$ cat config.mk
export PLATFORM = sky130hd
export DESIGN_NAME = onehot_pulse_decoder_flat
export DESIGN_NICKNAME = d
export VERILOG_FILES = /design/src/rtl/onehot_pulse_decoder_pkg.sv /design/src/rtl/onehot_pulse_decoder_if.sv /design/src/rtl/onehot_pulse_decoder_hold_counter.sv /design/src/rtl/onehot_pulse_decoder.sv /design/src/flat_wrapper.sv
export SDC_FILE = /design/constraint.sdc
export NUM_CORES = 1
export LEC_CHECK = 0
export BUFFER_PORTS_ARGS = -buffer_cell sky130_fd_sc_hd__buf_2
export CAP_MARGIN = 0
export CORE_MARGIN = 3
export CORE_UTILIZATION = 55
export DETAILED_ROUTE_END_ITERATION = 10
export PLACE_DENSITY = 0.86
export SKIP_CTS_REPAIR_TIMING = 1
export SLEW_MARGIN = 15
export SYNTH_ARGS = -nofsm -noshare
export SYNTH_HDL_FRONTEND = slang
export SYNTH_HIERARCHICAL = 1
export SYNTH_SLANG_ARGS = --single-unit
$ cat constraint.sdc
create_clock -name clk -period 3.7 [get_ports clk]
set_clock_uncertainty 0.15 [all_clocks]
set_input_delay 0.37 -clock clk [delete_from_list [all_inputs] [get_ports clk]]
set_output_delay 0.37 -clock clk [all_outputs]
set_load 0.005 [all_outputs]
$ cat src/rtl/onehot_pulse_decoder_pkg.sv
// onehot_pulse_decoder_pkg: shared state encoding and index-to-one-hot helper
package onehot_pulse_decoder_pkg;
  typedef enum logic {ST_IDLE = 1'b0, ST_ACTIVE = 1'b1} state_t;
  localparam int MAX_IDX_W = 8;
  function automatic logic [2**MAX_IDX_W-1:0] idx_to_onehot(input logic [MAX_IDX_W-1:0] idx);
    return {{(2**MAX_IDX_W-1){1'b0}}, 1'b1} << idx;
  endfunction
endpackage

$ cat src/rtl/onehot_pulse_decoder_if.sv
// onehot_pulse_decoder_if: index handshake plus decoded one-hot strobe outputs
interface onehot_pulse_decoder_if #(parameter int IDX_W = 3);
  logic in_valid;
  logic in_ready;
  logic [IDX_W-1:0] in_idx;
  logic [2**IDX_W-1:0] out_onehot;
  logic out_active;
  logic done;
  modport master(output in_valid, in_idx, input in_ready, out_onehot, out_active, done);
  modport slave(input in_valid, in_idx, output in_ready, out_onehot, out_active, done);
endinterface

$ cat src/rtl/onehot_pulse_decoder_hold_counter.sv
// onehot_hold_counter: loadable down-counter that parks at zero and flags it
module onehot_hold_counter #(parameter int CNT_W = 8) (
  input  logic             clk,
  input  logic             rst,
  input  logic             load,
  input  logic [CNT_W-1:0] load_val,
  output logic [CNT_W-1:0] cnt,
  output logic             zero
);
  assign zero = cnt == '0;
  // load has priority; otherwise count down until zero and stay there
  always_ff @(posedge clk or posedge rst)
    if (rst) cnt <= '0;
    else cnt <= load ? load_val : zero ? cnt : cnt - CNT_W'(1);
endmodule

$ cat src/rtl/onehot_pulse_decoder.sv
// onehot_pulse_decoder: holds a decoded one-hot line for HOLD cycles per accepted index
module onehot_pulse_decoder
  import onehot_pulse_decoder_pkg::*;
#(
  parameter int IDX_W = 3,
  parameter int HOLD  = 4,
  parameter int CNT_W = 8
) (
  input logic clk,
  input logic rst,
  onehot_pulse_decoder_if.slave bus
);
  localparam int OUT_W = 2**IDX_W;
  localparam logic [CNT_W-1:0] RELOAD = CNT_W'(HOLD - 1);
  state_t state;
  logic pend_full;
  logic [IDX_W-1:0] pend_idx;
  logic [CNT_W-1:0] cnt;
  logic accept, zero, last, load;
  assign bus.in_ready = !pend_full;
  assign accept = bus.in_valid && !pend_full;
  assign last = state == ST_IDLE || zero;
  assign load = last && (pend_full || accept);
  assign bus.out_active = state == ST_ACTIVE;
  onehot_hold_counter #(.CNT_W(CNT_W)) u_cnt (
    .clk(clk), .rst(rst), .load(load), .load_val(RELOAD), .cnt(cnt), .zero(zero)
  );
  // on a slot boundary load pending (else bypass, else go idle); mid-hold park a new index as pending
  always_ff @(posedge clk or posedge rst)
    if (rst) begin
      state <= ST_IDLE;
      bus.out_onehot <= '0;
      bus.done <= 1'b0;
      pend_full <= 1'b0;
      pend_idx <= '0;
    end else if (last) begin
      state <= load ? ST_ACTIVE : ST_IDLE;
      bus.out_onehot <= load ? OUT_W'(idx_to_onehot(MAX_IDX_W'(pend_full ? pend_idx : bus.in_idx))) : '0;
      bus.done <= load && (HOLD == 1);
      pend_full <= 1'b0;
    end else begin
      bus.done <= cnt == CNT_W'(1);
      if (accept) begin
        pend_full <= 1'b1;
        pend_idx <= bus.in_idx;
      end
    end
endmodule
$ cat src/flat_wrapper.sv
// flat-port wrapper written by rule: the top's interface ports become plain ports
module onehot_pulse_decoder_flat import onehot_pulse_decoder_pkg::*;
#(
  parameter int IDX_W = 3,
  parameter int HOLD  = 4,
  parameter int CNT_W = 8
)
  (clk, rst, bus_in_valid, bus_in_idx, bus_in_ready, bus_out_onehot, bus_out_active, bus_done);
  onehot_pulse_decoder_if #(.IDX_W(IDX_W)) bus_i ();
  input logic clk;
  input logic rst;
  input wire logic [$bits(bus_i.in_valid)-1:0] bus_in_valid;
  input wire logic [$bits(bus_i.in_idx)-1:0] bus_in_idx;
  output wire logic [$bits(bus_i.in_ready)-1:0] bus_in_ready;
  output wire logic [$bits(bus_i.out_onehot)-1:0] bus_out_onehot;
  output wire logic [$bits(bus_i.out_active)-1:0] bus_out_active;
  output wire logic [$bits(bus_i.done)-1:0] bus_done;
  assign bus_i.in_valid = bus_in_valid;
  assign bus_i.in_idx = bus_in_idx;
  assign bus_in_ready = bus_i.in_ready;
  assign bus_out_onehot = bus_i.out_onehot;
  assign bus_out_active = bus_i.out_active;
  assign bus_done = bus_i.done;
  onehot_pulse_decoder #(.IDX_W(IDX_W), .HOLD(HOLD), .CNT_W(CNT_W)) u_core (.clk(clk), .rst(rst), .bus(bus_i));
endmodule
==> impl_metrics.yaml <==
final_layout:
  drive_above_1_share_pct: 19.5
  stdcell_area_sq_um: 1350
  areaGrowthSynthToFinish_pct: 14.0
  layout.nets: 157
  antennaDiodeCount: 0
  post-route-util_pct: 67.4
  fin_cells: 176
power_and_ir_drop:
  leakagePower_uw: 0.000642
  comb_power_share_pct: 41.9
  ir_worst_vdd_uv: 426
  power_frac_seq_pct: 45.2
  swShare_pct: 40.3
  p_int_uw: 617
  switchingPower_uw: 417
  pwr-share-clk_pct: 12.9
  p_per_area_nw_per_um2: 766
setup_path:
  end_kind: "flip-flop"
  startpoint_type: "flip-flop"
  r2r-end: "u_core/u_cnt/cnt[7]"
  rrSetupSlack_ns: 1.21
  worstReg2RegStart: "u_core/u_cnt/cnt[0]"
  crit_fanout: 18
  worst_ep_required_time_ns: 3.76
  worst_ep_arrival_time_ns: 2.55
  reg2reg_depth: 10
  crit_type: "reg2reg"
timing:
  finalMaxSlewViolations: 0
  setup_viol: 0
  fmax_mhz: 402
  finalHoldViolCount: 0
  rsz0062_at_grt: "no"
  final.setup.tns_ns: 0
  slew_headroom_pct: 64.2
  worstMarginPinSlew_ns: 0.532
  period_minus_slack_ns: 2.49
  timing.final.ws_setup_ns: 1.21
  fin_crit_sh_pct: 67.2
global_route:
  grt_first_pass_wirelength_microns: 4140
  grt_use_total_pct: 20.7
  overflow: 0
  antenna_found_initial: 0
  grt_max_degree: 19
  first_global_vias: 900
logic_synthesis:
  synth-seq-cells: 22
  syn_area_sq_um: 1180
  synth_top_area_share_pct: 46.5
  synth_area_per_cell_sq_um: 9.39
  synth_top_family_by_area: "simple AND/OR/NAND/NOR gates"
  yosysSeqAreaShare_pct: 46.5
  async_reset_ff_share_pct: 100
  synth_ff_type: "dfrtp_1"
  synth_mux_area_share_pct: 3.70
  synth_area_leaders: "dfrtp_1, nand2_1, a21oi_1, inv_1, nor2_1"
  synth_compound_area_share_pct: 17.7
  synth_xor_area_share_pct: 0
  synth-simple-area-share_pct: 25.5
  synth_edf_count: 0
  synth_warnings: 6
  synthCells: 126
  yosys.area.top_type: "dfrtp_1"
  synth_adder_area_share_pct: 1.06
  ys_types: 39
die:
  die_area_sq_um: 2740
  ios: 17
  core_sq_um: 2000
  rows: 16
  die_y_microns: 52.4
  start_util_pct: 59.1
  die_w_microns: 52.4
worst_hold_path:
  min_to: "u_core/bus.out_active"
  hold_depth: 3
  hp-class: "in2reg"
  hold_start: "bus_in_valid"
placed_design:
  dp_slack_ns: 1.23
  dpl.hpwl_microns: 1870
  placed_area_sq_um: 1300
  place.gp.congestion: 0.842
  dpl.cell_count: 171
  io_buffers: 16
clocking:
  path_clk_slew_ns: 0.12
  cts_buffer_depth: 2
  root_buffer: "clkbuf_4"
  cts_tree: "done"
  cts-htree-levels: 1
  cts_buffers: 3
  clk_latency_ns: 0.31
  cts_sinks: 22
flow_run:
  cap_violations: 0
routing:
  routed_via_density: 5.57
  via_count: 980
  wl_microns: 2470
  drc_errors: 0
  wire_per_inst_microns: 14.0
  first_pass_iters: 4
  antenna_left: 0
  drt_iter0_drc: 17
status:
  status: "completed"
## layout by cell type (no fill, tap or decap), drive strengths merged, types with 2 or more instances in the layout
cell and instances:
nor4 3, o31ai 2, nor2 9, o21ai 7, nand2b 3, nand3 2
clkbuf 4, dfrtp 22, inv 9, conb 8, o41ai 5, nor2b 6
a21oi 7, a211o 2, mux2 3, nor3 5, nand2 15, buf 17
and3 3, nor3b 2
## stage by stage
step / hold slack, ns / total power, uW
2_1_floorplan: 0.0357 / 764
3_3_place_gp: 0.184 / 870
3_5_place_dp: 0.197 / 902
4_1_cts: -0.155 / 1040
5_1_grt: 0.179 / 1120
6_report: 0.175 / 1030
## cells in the mapped netlist, types with 2 or more instances
cell and instances:
a211o_1 2, a21oi_1 7, and3_1 3, buf_2 2
clkbuf_1 2, conb_1 2, dfrtp_1 22, inv_1 9
mux2_2 3, nand2_1 15, nand2b_1 3, nand3_1 2
nor2_1 9, nor2b_1 4, nor2b_4 2, nor3_1 5
nor3b_1 2, nor4_1 2, o21ai_0 4, o21ai_1 3
o31ai_1 2, o41ai_1 3, o41ai_2 2
## power groups by stage
stage / clock [uW] / sequential, uW / combinational [uW]
after CTS: 137 / 467 / 432
after global placement: 0 / 461 / 409
final: 134 / 467 / 433
after floorplan: 0 / 446 / 318
after detailed placement: 0 / 473 / 429
after global routing: 145 / 489 / 486
## worst max-delay path, cell delays in order, from the launching register on
cell and delay [ns]:
dfrtp_1 0.45, inv_1 0.10, ha_1 0.19, or3b_1 0.45, nor2_1 0.31, nor2b_4 0.14, nor2_1 0.13, buf_4 0.23
nor2_1 0.08, nand4b_1 0.09, nand3_1 0.07
## cell families after synthesis
| kind of cell | Yosys count |
|---|---|
| compound gates | 29 |
| fa+ha+maj | 1 |
| buf+inv | 14 |
| flops | 22 |
| mux | 4 |
| other cells | 2 |
| simple gates | 54 |
## state kept, by name, indices dropped and copies added (netlist names)
name and count:
u_core/bus.out_onehot 8, u_core/u_cnt/cnt 8, u_core/pend_idx 3, u_core/bus.done 1
u_core/bus.out_active 1, u_core/pend_full 1
## cell type report
| cell class | count | area (sq um) |
|---|---|---|
| inverters | 9 | 33.8 |
| multi-input cells | 96 | 597 |
| repair buffers | 18 | 97.6 |
| fillers | 163 | 653 |
| clock buffers | 4 | 36.3 |
| flip-flops and latches | 22 | 551 |
| well taps | 27 | 33.8 |
## worst max-delay path by stage
stage	to	start	slack (ns)
after CTS	u_core/u_cnt/cnt[7]	u_core/u_cnt/cnt[0]	1.20
after detailed placement	u_core/u_cnt/cnt[7]	u_core/u_cnt/cnt[0]	1.23
after global placement	u_core/u_cnt/cnt[7]	u_core/u_cnt/cnt[0]	1.36
final	u_core/u_cnt/cnt[7]	u_core/u_cnt/cnt[0]	1.21
after floorplan	u_core/u_cnt/cnt[4]	u_core/u_cnt/cnt[0]	1.03
after global routing	u_core/u_cnt/cnt[7]	u_core/u_cnt/cnt[0]	1.05
## per-layer routing
layer | GRT usage [%] | share of wire [%] | vias to the layer above
li1 | - | - | 486
met3 | 2.56 | 3.8 | 4
met4 | 11.1 | 2.1 | 0
met1 | 24.3 | 42 | 465
met2 | 36.4 | 52 | 25
met5 | 0 | 0 | -
Note: power is estimated with default switching activity, not from simulation.
